<file path="src/rtl/alu_seq_pkg.sv">
// Shared types for the ALU sequencer slice.
//   op_e    : command opcodes (NOP / LOAD / MOV / AFF)
//   state_e : sequencer FSM states
//   cmd_t   : queued command {op, rd, rs1, rs2, imm}
package alu_seq_pkg;

  localparam int unsigned BUS_WIDTH  = 8;
  localparam int unsigned ADDR_W     = 3;
  localparam int unsigned FIFO_DEPTH = 2;

  typedef enum logic [1:0] {
    OP_NOP  = 2'b00,
    OP_LOAD = 2'b01,
    OP_MOV  = 2'b10,
    OP_AFF  = 2'b11
  } op_e;

  typedef enum logic [2:0] {
    ST_IDLE,
    ST_READ,
    ST_CAPTURE,
    ST_SETTLE,
    ST_WRITE
  } state_e;

  typedef struct packed {
    op_e                  op;
    logic [ADDR_W-1:0]    rd;
    logic [ADDR_W-1:0]    rs1;
    logic [ADDR_W-1:0]    rs2;
    logic [BUS_WIDTH-1:0] imm;
  } cmd_t;

endpackage

</file>
<file path="src/rtl/cmd_fifo.sv">
// Two-entry command FIFO.
//   clk, rst        : clock, synchronous active-high flush
//   push, push_data : write strobe and payload (ignored when full)
//   pop, pop_data   : read strobe (ignored when empty) and head payload
//   full, empty     : occupancy flags
module cmd_fifo
  import alu_seq_pkg::*;
(
  input  logic clk,
  input  logic rst,
  input  logic push,
  input  cmd_t push_data,
  input  logic pop,
  output cmd_t pop_data,
  output logic full,
  output logic empty
);

  cmd_t       mem [FIFO_DEPTH];
  logic       wr_ptr;
  logic       rd_ptr;
  logic [1:0] count;
  logic       do_push;
  logic       do_pop;

  assign full     = (count == 2'd2);
  assign empty    = (count == 2'd0);
  assign do_push  = push && !full;
  assign do_pop   = pop && !empty;
  assign pop_data = mem[rd_ptr];

  always_ff @(posedge clk) begin
    if (rst) begin
      wr_ptr <= 1'b0;
      rd_ptr <= 1'b0;
      count  <= '0;
    end else begin
      if (do_push) begin
        mem[wr_ptr] <= push_data;
        wr_ptr      <= ~wr_ptr;
      end
      if (do_pop) begin
        rd_ptr <= ~rd_ptr;
      end
      // Simultaneous push and pop leaves occupancy unchanged.
      case ({do_push, do_pop})
        2'b10:   count <= count + 2'd1;
        2'b01:   count <= count - 2'd1;
        default: ;
      endcase
    end
  end

endmodule

</file>
<file path="src/rtl/alu_sequencer.sv">
// Sequences queued commands through an external register file and ALU.
//   clk, rst                      : clock, synchronous active-high reset
//   cmd_valid/cmd_ready           : command handshake (ready = FIFO not full)
//   cmd_op/rd/rs1/rs2/imm         : command fields
//   rf_rd_addr_a/b                : register-file read addresses (data next cycle)
//   rf_wr_en/addr/data            : register-file write port
//   alu_reg_en                    : ALU operand-register enables [a,b,c,d,e]
//   alu_f_add, alu_f_load, alu_imm: ALU mux selects and immediate
//   alu_result                    : ALU combinational result
//   busy, done                    : activity flag and retirement pulse
module alu_sequencer
  import alu_seq_pkg::*;
(
  input  logic                 clk,
  input  logic                 rst,
  input  logic                 cmd_valid,
  output logic                 cmd_ready,
  input  logic [1:0]           cmd_op,
  input  logic [ADDR_W-1:0]    cmd_rd,
  input  logic [ADDR_W-1:0]    cmd_rs1,
  input  logic [ADDR_W-1:0]    cmd_rs2,
  input  logic [BUS_WIDTH-1:0] cmd_imm,
  output logic [ADDR_W-1:0]    rf_rd_addr_a,
  output logic [ADDR_W-1:0]    rf_rd_addr_b,
  output logic                 rf_wr_en,
  output logic [ADDR_W-1:0]    rf_wr_addr,
  output logic [BUS_WIDTH-1:0] rf_wr_data,
  output logic [4:0]           alu_reg_en,
  output logic                 alu_f_add,
  output logic                 alu_f_load,
  output logic [BUS_WIDTH-1:0] alu_imm,
  input  logic [BUS_WIDTH-1:0] alu_result,
  output logic                 busy,
  output logic                 done
);

  state_e               state;
  state_e               state_nx;
  cmd_t                 cmd_in;
  cmd_t                 head;
  logic                 fifo_full;
  logic                 fifo_empty;
  logic                 push;
  logic                 pop;
  logic                 load_cmd;

  op_e                  op_q;
  logic [ADDR_W-1:0]    rd_q;
  logic [BUS_WIDTH-1:0] imm_q;
  logic [ADDR_W-1:0]    rd_addr_a_q;
  logic [ADDR_W-1:0]    rd_addr_b_q;
  logic [ADDR_W-1:0]    wr_addr_q;

  logic                 done_c;
  logic                 wr_en_c;
  logic [4:0]           reg_en_c;
  logic                 f_add_c;
  logic                 f_load_c;
  logic [BUS_WIDTH-1:0] imm_c;

  always_comb begin
    cmd_in     = '0;
    cmd_in.op  = op_e'(cmd_op);
    cmd_in.rd  = cmd_rd;
    cmd_in.rs1 = cmd_rs1;
    cmd_in.rs2 = cmd_rs2;
    cmd_in.imm = cmd_imm;
  end

  assign cmd_ready = !rst && !fifo_full;
  assign push      = cmd_valid && cmd_ready;

  cmd_fifo u_cmd_fifo (
    .clk       (clk),
    .rst       (rst),
    .push      (push),
    .push_data (cmd_in),
    .pop       (pop),
    .pop_data  (head),
    .full      (fifo_full),
    .empty     (fifo_empty)
  );

  always_ff @(posedge clk) begin
    if (rst) begin
      state       <= ST_IDLE;
      op_q        <= OP_NOP;
      rd_q        <= '0;
      imm_q       <= '0;
      rd_addr_a_q <= '0;
      rd_addr_b_q <= '0;
      wr_addr_q   <= '0;
    end else begin
      state <= state_nx;
      if (load_cmd) begin
        op_q        <= head.op;
        rd_q        <= head.rd;
        imm_q       <= head.imm;
        rd_addr_a_q <= head.rs1;
        rd_addr_b_q <= head.rs2;
      end
      // Write address is registered on entry to WRITE so it holds afterwards.
      if (state == ST_SETTLE) begin
        wr_addr_q <= rd_q;
      end
    end
  end

  always_comb begin
    state_nx = state;
    pop      = 1'b0;
    load_cmd = 1'b0;
    done_c   = 1'b0;
    wr_en_c  = 1'b0;
    reg_en_c = '0;
    f_add_c  = 1'b0;
    f_load_c = 1'b0;
    imm_c    = '0;
    case (state)
      ST_IDLE: begin
        if (!fifo_empty) begin
          pop = 1'b1;
          // A NOP retires straight from the FIFO head without leaving IDLE.
          if (head.op == OP_NOP) begin
            done_c = 1'b1;
          end else begin
            load_cmd = 1'b1;
            state_nx = ST_READ;
          end
        end
      end
      ST_READ: begin
        state_nx = ST_CAPTURE;
      end
      ST_CAPTURE: begin
        reg_en_c = '1;
        imm_c    = imm_q;
        case (op_q)
          OP_MOV:  f_load_c = 1'b1;
          OP_AFF:  f_add_c  = 1'b1;
          default: ;
        endcase
        state_nx = ST_SETTLE;
      end
      ST_SETTLE: begin
        state_nx = ST_WRITE;
      end
      ST_WRITE: begin
        wr_en_c  = 1'b1;
        done_c   = 1'b1;
        state_nx = ST_IDLE;
      end
      default: begin
        state_nx = ST_IDLE;
      end
    endcase
  end

  // Every output is forced low while rst is asserted.
  assign rf_rd_addr_a = rst ? '0 : rd_addr_a_q;
  assign rf_rd_addr_b = rst ? '0 : rd_addr_b_q;
  assign rf_wr_addr   = rst ? '0 : wr_addr_q;
  assign rf_wr_en     = !rst && wr_en_c;
  assign rf_wr_data   = (!rst && wr_en_c) ? alu_result : '0;
  assign alu_reg_en   = rst ? '0 : reg_en_c;
  assign alu_f_add    = !rst && f_add_c;
  assign alu_f_load   = !rst && f_load_c;
  assign alu_imm      = rst ? '0 : imm_c;
  assign busy         = !rst && ((state != ST_IDLE) || !fifo_empty);
  assign done         = !rst && done_c;

endmodule

</file>
<file path="config.mk">
export PLATFORM = sky130hd
export DESIGN_NAME = alu_sequencer
export DESIGN_NICKNAME = d
export VERILOG_FILES = /design/src/rtl/alu_seq_pkg.sv /design/src/rtl/cmd_fifo.sv /design/src/rtl/alu_sequencer.sv
export SDC_FILE = /design/constraint.sdc
export NUM_CORES = 1
export LEC_CHECK = 0
export BUFFER_PORTS_ARGS = -buffer_cell sky130_fd_sc_hd__buf_4
export CAP_MARGIN = 20
export CORE_MARGIN = 1
export CORE_UTILIZATION = 50
export CTS_CLUSTER_DIAMETER = 120
export CTS_CLUSTER_SIZE = 30
export DETAILED_ROUTE_END_ITERATION = 6
export PLACE_DENSITY_LB_ADDON = 0.08
export SETUP_SLACK_MARGIN = 0.3
export SKIP_CTS_REPAIR_TIMING = 1
export SYNTH_ARGS = -nofsm -noshare
export SYNTH_HDL_FRONTEND = slang
export SYNTH_SLANG_ARGS = --single-unit
</file>
<file path="constraint.sdc">
create_clock -name clk -period 3.3 [get_ports clk]
set_clock_uncertainty 0.1 [all_clocks]
set_input_delay 0.66 -clock clk [delete_from_list [all_inputs] [get_ports clk]]
set_output_delay 0.66 -clock clk [all_outputs]
set_load 0.01 [all_outputs]
</file>
-- After elaboration in Yosys (flattened, before gate mapping)
Memory sizes are Yosys's and may differ from the RTL's. A register that Yosys moved wholly into a read port is not among the register bits.
Index checks and enable logic that the tools add are counted.
- latch bits: 0
- memories kept: 1
- memory bits (read-only): 0
- flip-flop bits (word level): 29
- output and inout bits: 36
- memory bits (writable): 38
- memory list (memory ; words ; width ; rd ports ; clocked after memory_dff ; wr ports ; line ; RTL):
    u_cmd_fifo.mem ; 2 ; 19 ; 1 ; 1 ; 1 ; cmd_fifo.sv:19 ; cmd_t mem [FIFO_DEPTH];
- equality and inequality tests: 11
- divide/modulo/power cells: 0
- bitwise gates (word level): 2
- reduce and logical (&&, ||, !) cells: 19
- multiply operators: 0
- shift operators: 0
- order comparisons: 0
- multiplexer cells: 30
- $add $sub $neg: 2
- operators with widths (operator ; number):
    8-bit two-way mux ; 3
    1-bit two-way mux ; 17
    3-bit two-way mux ; 5
    3-bit case mux with 4 select lines ; 1
    5-bit two-way mux ; 2
    1-bit logical AND ; 9
    2-bit equality test (second input constant) ; 4
    3-bit by 2-bit equality test with 1-bit output (second input constant) ; 2
    2-bit logical NOT ; 2
    2-bit != test (second input constant) ; 2
    2-bit case mux with 2 select lines ; 1
    3-bit by 1-bit equality test with 1-bit output (second input constant) ; 1
    3-bit equality test (second input constant) ; 1
    1-bit logical NOT ; 3
    3-bit logical NOT ; 1
    3-bit nonzero test ; 1
    2-bit by 1-bit adder with 2-bit output (second input constant) ; 1
    2-bit by 1-bit equality test with 1-bit output (second input constant) ; 1
    1-bit inverter ; 2
    1-bit case mux with 2 select lines ; 1
    2-bit AND reduction ; 1
    2-bit nonzero test ; 1
    2-bit by 1-bit subtractor with 2-bit output (second input constant) ; 1
    1-bit logical OR ; 1

-- Longest topological paths before layout
- depth after elaboration: 8
- depth in mapped cells: 7

-- Cells and area by module
Synthesis repeated with hierarchy kept, for this count alone.
- cells, all modules: 239
- area total of the unflattened synthesis: 2972.9 um^2
- by module, submodules not included (module ; times used ; cells each ; seq. area each (um^2) ; area an instance (um^2)):
    cmd_fifo ; 1 ; 84 ; 1241.2 ; 1587.8
    alu_sequencer ; 1 ; 155 ; 500.5 ; 1385.1

-- Least setup slack after synthesis
No wires, ideal clock.
- kind: in2reg
- start point: in rst
- end point: mem u_cmd_fifo.mem[0][0] (netlist bit) (enable)
- path slack: 0.807 ns
- stages on the path: 3
- required time: 2.805 ns
- arrival time: 1.998 ns
- buffers on the path: 1
- path through: clkbuf_1 a211o_1 nor2_1
- word-level cells in the longest chain between the ends: 7
- RTL lines (what ; line ; RTL):
    start: declaration ; alu_sequencer.sv:15 ; input logic rst,
    1-bit logical NOT ; alu_sequencer.sv:70 ; assign cmd_ready = !rst && !fifo_full;
    1-bit logical AND ; alu_sequencer.sv:70 ;
    1-bit logical AND ; alu_sequencer.sv:71 ; assign push = cmd_valid && cmd_ready;
    1-bit logical AND ; cmd_fifo.sv:28 ; assign do_push = push && !full;
    1-bit two-way mux ; cmd_fifo.sv:38 ; if (do_push) begin
    1-bit two-way mux (*) ; cmd_fifo.sv:33 ; if (rst) begin
    1-bit two-way mux (implied by the code) (*) ; cmd_fifo.sv:39 ; mem[wr_ptr] <= push_data;
    end: declaration ; cmd_fifo.sv:19 ;
Mark *: on every way between the ends. The rest lies on a longest branch, timed or not.

-- Final worst setup path
- start point: in rst
- end point: out alu_f_add
- word-level cells in the longest chain between the ends: 2
- RTL lines (what ; line ; RTL):
    1-bit logical NOT ; alu_sequencer.sv:166 ; assign alu_f_add = !rst && f_add_c;
    1-bit logical AND ; alu_sequencer.sv:166 ;
    end: declaration ; alu_sequencer.sv:29 ; output logic alu_f_add,
No other way between the ends.

==> run_results.csv <==
group,metric,value,unit
synth,syn_area,2800,sq um
critical_path,crit_path_start_kind,"input port",
pwr,power_density,730,nW/um^2
die,die_x,76.8,microns
pwr,peakVddDrop,0.000401,V
clocking,clk_latency,340,ps
die,initial_core_util,53.4,%
grt,grt_max_degree,36,
critical_path,critPathTopFamily,"simple AND/OR/NAND/NOR gates",
synth,yosys.area_share.simple,11.3,%
sta,rsz0062_at_grt,"no",
critical_path,worstReg2RegStart,"state[1]",
placement,dpl.hpwl,3.24,mm
clocking,cts_made_buffers,9,
sta,setup_tns,0,ps
grt,grt_pass1_vias,1792,
detailed_routing,via_per_inst,5.18,
critical_path,worst-path-stages,5,
synth,synth_xor_area_share,1.57,%
synth,syn_avg_cell_area,12.9,sq um
synth,synthMuxAreaShare,7.87,%
min_path,hold_class,"flip-flop to flip-flop",
critical_path,reg2reg_to,"u_cmd_fifo.count[1]",
sta,max_freq,0.376,GHz
cells_and_area,drive_gt1_share,37.3,%
clocking,clock_path_buffers,2,
die,fp.dieH,76.8,microns
synth,synth-seq-area-share,62.3,%
critical_path,critPathCapture,"alu_f_add",
critical_path,reg2reg_depth,6,
detailed_routing,wl,5.00,mm
detailed_routing,dr_total_vias,1849,
cells_and_area,fin_cells,357,
sta,slew_headroom,56.0,%
sta,period_minus_slack,2660,ps
critical_path,crit_type,"input port to output port",
cells_and_area,antenna_cells,0,
synth,ys_types,31,
detailed_routing,drc,0,
die,core,5240,sq um
sta,tightest_slew,658,ps
run_status,status,"complete, no violations",
critical_path,arrival,1900,ps
placement,io_buffers,65,
critical_path,cpMostUsedCell,"buf_4",
clocking,clock_sinks,68,
critical_path,r2r_slack,1120,ps
synth,synth_fa_ha_area_share,0.447,%
clocking,clockRootBuffer,"clkbuf_8",
grt,grt-ovfl-total,0,
detailed_routing,wl_per_cell,14.0,microns
die,die-area,5900,sq um
critical_path,crit_required,2540,ps
pwr,p_leak,0.00139,uW
pwr,design_power_total,2550,uW
cells_and_area,area_growth,25.0,%
critical_path,startpoint,"rst",
critical_path,crit_path_max_incr_delay,450,ps
placement,dp_cells,341,
detailed_routing,dr.pass1.iters,4,
detailed_routing,drt_iter0_markers,98,
clocking,path_clk_slew,80,ps
die,core.rowCount,26,
sta,period_share,80.6,%
synth,yosys_warnings,0,
critical_path,cp_max_fo,10,
critical_path,crit_buf_inv,2,
critical_path,cp-end-kind,"output port",
detailed_routing,ant_nets,0,
critical_path,critPathSlowestCell,"nor3_2",
sta,slew_viol_final,0,
synth,ys_ff_latch,68,
sta,setup_violations,0,
clocking,htree_levels,3,
synth,postSynthCellCount,217,
job,drv_cap,0,
grt,grt_first_pass_wirelength,8.32,mm
grt,antenna_found_initial,0,
placement,place_congestion,0.687,
cells_and_area,layout.nets,313,
synth,synth_top_family_by_area,"compound AO/OA/AOI/OAI gates",
clocking,cts_tree,"done",
synth,syn-num-nets,248,
sta,hold_violations,0,
die,ios,66,
grt,grt.total_usage,18.7,%
critical_path,crit_chain,"buf_4 -> nor3_2 -> and2_1 -> and3_1 -> buf_4",
cells_and_area,fillers,422,
synth,synth_compound_area_share,12.0,%
-- sequential cells by signal, indices dropped and copies added (netlist names), named ones only --
register / flops
op_q: 2
rd_q: 3
wr_addr_q: 3
u_cmd_fifo.wr_ptr: 1
u_cmd_fifo.count: 2
state: 3
imm_q: 8
u_cmd_fifo.mem: 38
rd_addr_a_q: 3
rd_addr_b_q: 3
u_cmd_fifo.rd_ptr: 1
-- cell families after synthesis --
group	after synthesis
AO/OA/AOI/OAI	46
AND/OR/NAND/NOR	53
flip-flops	68
XOR/XNOR	5
buffers and inverters	22
multiplexers	22
adder cells (fa/ha/maj)	1
-- placed cells by master, fill, tap and decap left out, types with 4 or more instances in the layout --
master,n
a21oi_1,22
and2_1,9
nor2b_1,10
xnor2_1,4
clkbuf_8,9
dfxtp_1,30
buf_4,73
and3_1,9
nor2_1,11
edfxtp_1,38
a211oi_2,10
mux2i_1,22
a211oi_1,9
-- tightest hold or removal path, stage by stage (launching register included) --
cell	delay, ps
dfxtp_1	330
mux2i_1	70
nor2_1	70
-- how the worst min path moves through the flow --
| stage | from | to | slack, ps | depth (start not counted) |
|---|---|---|---|---|
| finish | rd_q[1] | wr_addr_q[1] | 390 | 2 |
| global route | cmd_op[0] | u_cmd_fifo.mem[0][17] | 390 | 1 |
| CTS | cmd_op[0] | u_cmd_fifo.mem[1][17] | 390 | 1 |
| detailed placement | rd_q[1] | wr_addr_q[1] | 380 | 2 |
| global placement | wr_addr_q[2] | wr_addr_q[2] | 370 | 2 |
| floorplan | wr_addr_q[0] | wr_addr_q[0] | 360 | 2 |
-- layout make-up --
cell class	count	area (sq um)	share of cell area, %
Clock buffer	10	128	3.65
Clock inverter	6	41.3	1.18
Inverter	3	11.3	0.322
Multi-Input combinational cell	127	938	26.8
Sequential cell	68	1740	49.8
Tap cell	70	87.6	2.51
Timing Repair Buffer	73	548	15.7
-- layer usage --
layer	vias to the layer above	GRT usage, %	share of wire (%)
li1	913	-	-
met1	872	22.8	45
met2	56	30.5	48
met3	8	4.52	4.9
met4	0	9.81	1.6
met5	-	0	0
-- cells in the mapped netlist --
cell type / instances / area (sq um)
clkbuf_1: 6 / 22.5
inv_1: 3 / 11.3
or3_1: 1 / 6.26
xor2_1: 1 / 8.76
o21ai_0: 1 / 5.00
buf_1: 2 / 7.51
nor3_1: 3 / 15.0
and2_1: 9 / 56.3
or2_2: 1 / 6.26
a211oi_1: 9 / 67.6
dfxtp_1: 30 / 601
and2_4: 1 / 8.76
a211oi_2: 10 / 125
nor3_2: 2 / 20.0
mux2i_1: 22 / 220
buf_6: 2 / 22.5
nor4b_2: 1 / 15.0
nand2_1: 2 / 7.51
o21a_1: 1 / 7.51
buf_2: 2 / 10.0
a21oi_1: 23 / 115
xnor2_1: 4 / 35.0
edfxtp_1: 38 / 1140
ha_1: 1 / 12.5
buf_4: 7 / 52.6
nor2b_4: 1 / 13.8
nor2b_1: 10 / 62.6
and3_1: 9 / 56.3
nor2_1: 13 / 48.8
a211o_1: 1 / 8.76
a21o_1: 1 / 7.51
-- stage by stage --
step / util, % / cell area, sq um / hold slack, ps / setup WS (ps)
finish: 66.7 / 3500 / 389 / 640
global route: 66.7 / 3500 / 387 / 470
CTS: 66.7 / 3500 / 387 / 627
detailed placement: 63.5 / 3330 / 380 / 631
global placement: 63.5 / 3330 / 371 / 690
floorplan: - / 2800 / 356 / 807
-- where the power goes --
group / internal, uW / total [uW] / switching (uW)
logic: 375 / 812 / 437
clock network: 271 / 572 / 302
registers: 1060 / 1170 / 108
(Power assumes the default switching activity.)
